==> src/rtl/demux_1to4_stream.sv <==
// 1-to-4 stream demultiplexer: {s1,s0} routes each accepted input word into a
// one-entry registered holding stage per channel, each with its own valid/ready.
module demux_1to4_stream #(
  parameter int WIDTH = 8
) (
  input  logic             clk,
  input  logic             rst,
  input  logic [WIDTH-1:0] in_data,
  input  logic             in_valid,
  output logic             in_ready,
  input  logic             s0,
  input  logic             s1,
  output logic [WIDTH-1:0] out0_data,
  output logic [WIDTH-1:0] out1_data,
  output logic [WIDTH-1:0] out2_data,
  output logic [WIDTH-1:0] out3_data,
  output logic [3:0]       out_valid,
  input  logic [3:0]       out_ready,
  output logic [15:0]      xfer_count
);

  logic [1:0]       sel;
  logic             accept;
  logic [3:0]       valid_q, valid_d;
  logic [WIDTH-1:0] data_q [4];
  logic [WIDTH-1:0] data_d [4];
  logic [15:0]      count_q, count_d;

  assign sel      = {s1, s0};
  // Ready looks only at the selected slot, so a stalled channel never blocks others.
  assign in_ready = !rst && (!valid_q[sel] || out_ready[sel]);
  assign accept   = in_valid && in_ready;

  always_comb begin
    valid_d = valid_q;
    data_d  = data_q;
    count_d = count_q;
    for (int unsigned k = 0; k < 4; k++) begin
      if (valid_q[k] && out_ready[k]) begin
        valid_d[k] = 1'b0;
      end
      // Load after drain so a same-cycle drain+load keeps the slot valid.
      if (accept && (sel == 2'(k))) begin
        valid_d[k] = 1'b1;
        data_d[k]  = in_data;
      end
    end
    if (accept) begin
      count_d = count_q + 16'd1;
    end
  end

  always_ff @(posedge clk or posedge rst) begin
    if (rst) begin
      valid_q <= '0;
      count_q <= '0;
      for (int unsigned k = 0; k < 4; k++) begin
        data_q[k] <= '0;
      end
    end else begin
      valid_q <= valid_d;
      count_q <= count_d;
      for (int unsigned k = 0; k < 4; k++) begin
        data_q[k] <= data_d[k];
      end
    end
  end

  assign out0_data  = data_q[0];
  assign out1_data  = data_q[1];
  assign out2_data  = data_q[2];
  assign out3_data  = data_q[3];
  assign out_valid  = valid_q;
  assign xfer_count = count_q;

endmodule
==> config.mk <==
export PLATFORM = sky130hd
export DESIGN_NAME = demux_1to4_stream
export DESIGN_NICKNAME = d
export VERILOG_FILES = /design/src/rtl/demux_1to4_stream.sv
export SDC_FILE = /design/constraint.sdc
export NUM_CORES = 1
export LEC_CHECK = 0
export ABC_AREA = 1
export CAP_MARGIN = 15
export CORE_AREA = 3 3 77 79
export DETAILED_ROUTE_END_ITERATION = 12
export DIE_AREA = 0 0 80 82
export HOLD_SLACK_MARGIN = 0.12
export PLACE_DENSITY = 0.76
export SETUP_SLACK_MARGIN = 0.05
export SYNTH_ARGS = -nofsm -noshare
export SYNTH_HDL_FRONTEND = slang
export SYNTH_SLANG_ARGS = --single-unit
==> constraint.sdc <==
create_clock -name clk -period 1.82 [get_ports clk]
set_clock_uncertainty 0.1 [all_clocks]
set_input_delay 0.182 -clock clk [delete_from_list [all_inputs] [get_ports clk]]
set_output_delay 0.182 -clock clk [all_outputs]
set_load 0.02 [all_outputs]
==> qor.csv <==
metric,value,unit
Yosys warning total,0,
crit path buf inv count,1,
via density per instance,4.80,
CP max stage delay,640,ps
ys flop type,dfrtp_1,
nets,412,
Netlist Area Pre-Place,2440,um2
Die Height,82,um
Post-Syn Instances,304,
outcome,finished clean,
number of global-route vias before repair,2188,
CP cell instances,clkdlybuf4s50_1,
Sequential Area,1300,um2
Port Buf Inserts,69,
post-synthesis net count,322,
Root Buffer,clkbuf_8,
R2R Setup Slk,200,ps
Final Hold Vio Count,0,
global-route wire length before repair,10000,um
io pins,70,
worst hold slack,273,ps
antenna-violating nets left,0,
row cnt,27,
GP Congestion,0.881,
"EDFF count, synth",0,
Die Span X,80,um
Tcrit/Tclk final,0.936,
Slew Limit Headroom,0.630,
Worst Slack Setup Final,117,ps
H-tree depth,2,
Leak Pwr,0.00166,uW
TritonCTS Buffers,5,
"Slew Viols, Final",0,
first-pass iteration count of the detailed router,4,
fraction of layout cells with a size suffix above 1,0.109,
CP arrival,1420,ps
peak supply drop,593,uV
Cell variety after synth,21,
min-delay worst type,in -> async,
asr flop ratio synth,1.00,
startpoint types,flop,
Slew @ Worst Pin,555,ps
setup violators final,0,
top cell type's share of synthesized area,0.534,
Post-Route WL,6120,um
RSZ-0062 raised after global routing,false,
Commonest cells post-synth,"nand2_1, dfrtp_1, inv_1",
Max Freq,0.587,GHz
Power Dens Cells,1070,nW/um2
initial antenna violation count,0,
most frequent cell after synthesis,nand2_1,
via total after detailed routing,2240,
sequential-to-total area share from yosys stat,0.534,
Ant. Diodes,0,
Initial Utilization,0.451,
largest net degree at the start of global routing,45,
all-layer global routing usage,0.196,
Yosys top cell by area,dfrtp_1,
Detailed Place HPWL,4490,um
syn_area_per_cell,8.02,um2
CTS tree,built,
Routed WL per cell,13.1,um
"Req. time, crit path",1540,ps
P&R area growth vs syn,41.0,%
CP top delay family,buffers and inverters,
drt first-iter violations,91,
core area,5410,um2
Remaining DRCs,0,
Crit Path Class,reg -> out,
"Slowest-stage cell, CP",clkdlybuf4s50_1,
multi-input logic area,1040,um2
number of synthesized register bits,52,
CP Max Fanout,6,
Die Area,6560,um2
clock sink count,52,
Total Power,3680,uW
max cap viols,0,
crit path time final,1700,ps
crit end category,output port,
clock-pin slew on the worst setup and hold paths,100,ps
total grt overflow,0,
Fill cells,484,
Placement Setup Slack,-385,ps
CTS Hold Bufs,0,
top cells by area in the synthesized netlist,"dfrtp_1, nand2_1, xor2_1",
Worst-Skew Late Latency,300,ps
clk buf depth,2,
## worst register-to-register path: stages (launching register included)
cell	delay (ps)
dfrtp_1	420
nand2_1	80
nand2_1	50
nand2_1	60
nand2_2	60
nand2_4	70
buf_6	110
nand3_4	160
nor2_4	300
nand2_1	90
nand2_1	60
## worst paths after layout
path / startpoint / to / depth (start not counted)
min reg2reg: out1_data[7] / out1_data[7] / 2
min: rst / out2_data[3] / 4
max reg2reg: out_valid[0] / out0_data[0] / 10
max: xfer_count[2] / xfer_count[2] / 1
max in group asynchronous: rst / xfer_count[5] / 4
min in group clk: out1_data[7] / out1_data[7] / 2
## per-stage QoR
step | instance area [um2] | utilization | setup TNS, ps | instances
4_1_cts | 3410 | 0.630 | 0 | 466
5_1_grt | 3440 | 0.636 | 0 | 467
6_report | 3440 | 0.636 | 0 | 467
3_3_place_gp | 3320 | 0.613 | -10470 | 458
2_1_floorplan | 2440 | - | 0 | 304
3_5_place_dp | 3320 | 0.613 | -14260 | 458
## state kept, by name (all words and copies together), names as in the netlist
signal,flops
out0_data,8
out1_data,8
out2_data,8
out3_data,8
out_valid,4
xfer_count,16
## cells by family after synthesis
| logic type | after synthesis | synth area share |
|---|---|---|
| compound gates | 14 | 0.0287 |
| flops | 52 | 0.534 |
| fa+ha+maj | 1 | 0.00513 |
| buf+inv | 26 | 0.0472 |
| simple gates | 199 | 0.342 |
| xor+xnor | 12 | 0.0431 |
## repair_timing
item                                    CTS  global route
buffers inserted                          0             1
pin swaps                                 0             3
endpoints found under the setup margin   21            11
resized for setup                         3             8
gates cloned                              0             0
## layer usage
metal,wire [um],global-route usage
met5,0,0
met4,61,0.0625
met3,348,0.0537
met2,3020,0.332
met1,2690,0.245
## report_power, final
group	switching, uW	internal [uW]	total (uW)	leakage (uW)
logic	724	655	1380	0.000945
clock network	400	281	680	0.0000487
registers	225	1400	1620	0.000666
## layout make-up
cell class / count / area share
sequential: 52 / 0.379
multi-input combinational: 226 / 0.304
timing repair buffer: 87 / 0.239
tap: 72 / 0.0262
inverter: 22 / 0.0248
clock buffer: 5 / 0.0200
clock inverter: 3 / 0.00764
## cell usage in the layout, fill, tap and decap left out, drive strengths merged
cell type / netlist / routed
xnor2: 4 / 4
clkbuf: 1 / 6
dlygate4sd2: 0 / 2
dfrtp: 52 / 52
buf: 3 / 18
nand2: 157 / 157
nand4: 6 / 6
clkinv: 0 / 2
clkdlybuf4s50: 0 / 66
inv: 22 / 23
nor3: 2 / 2
nor2: 23 / 23
nand3: 11 / 11
ha: 1 / 1
xor2: 8 / 8
o21ai: 14 / 14
(Power assumes the default switching activity.)
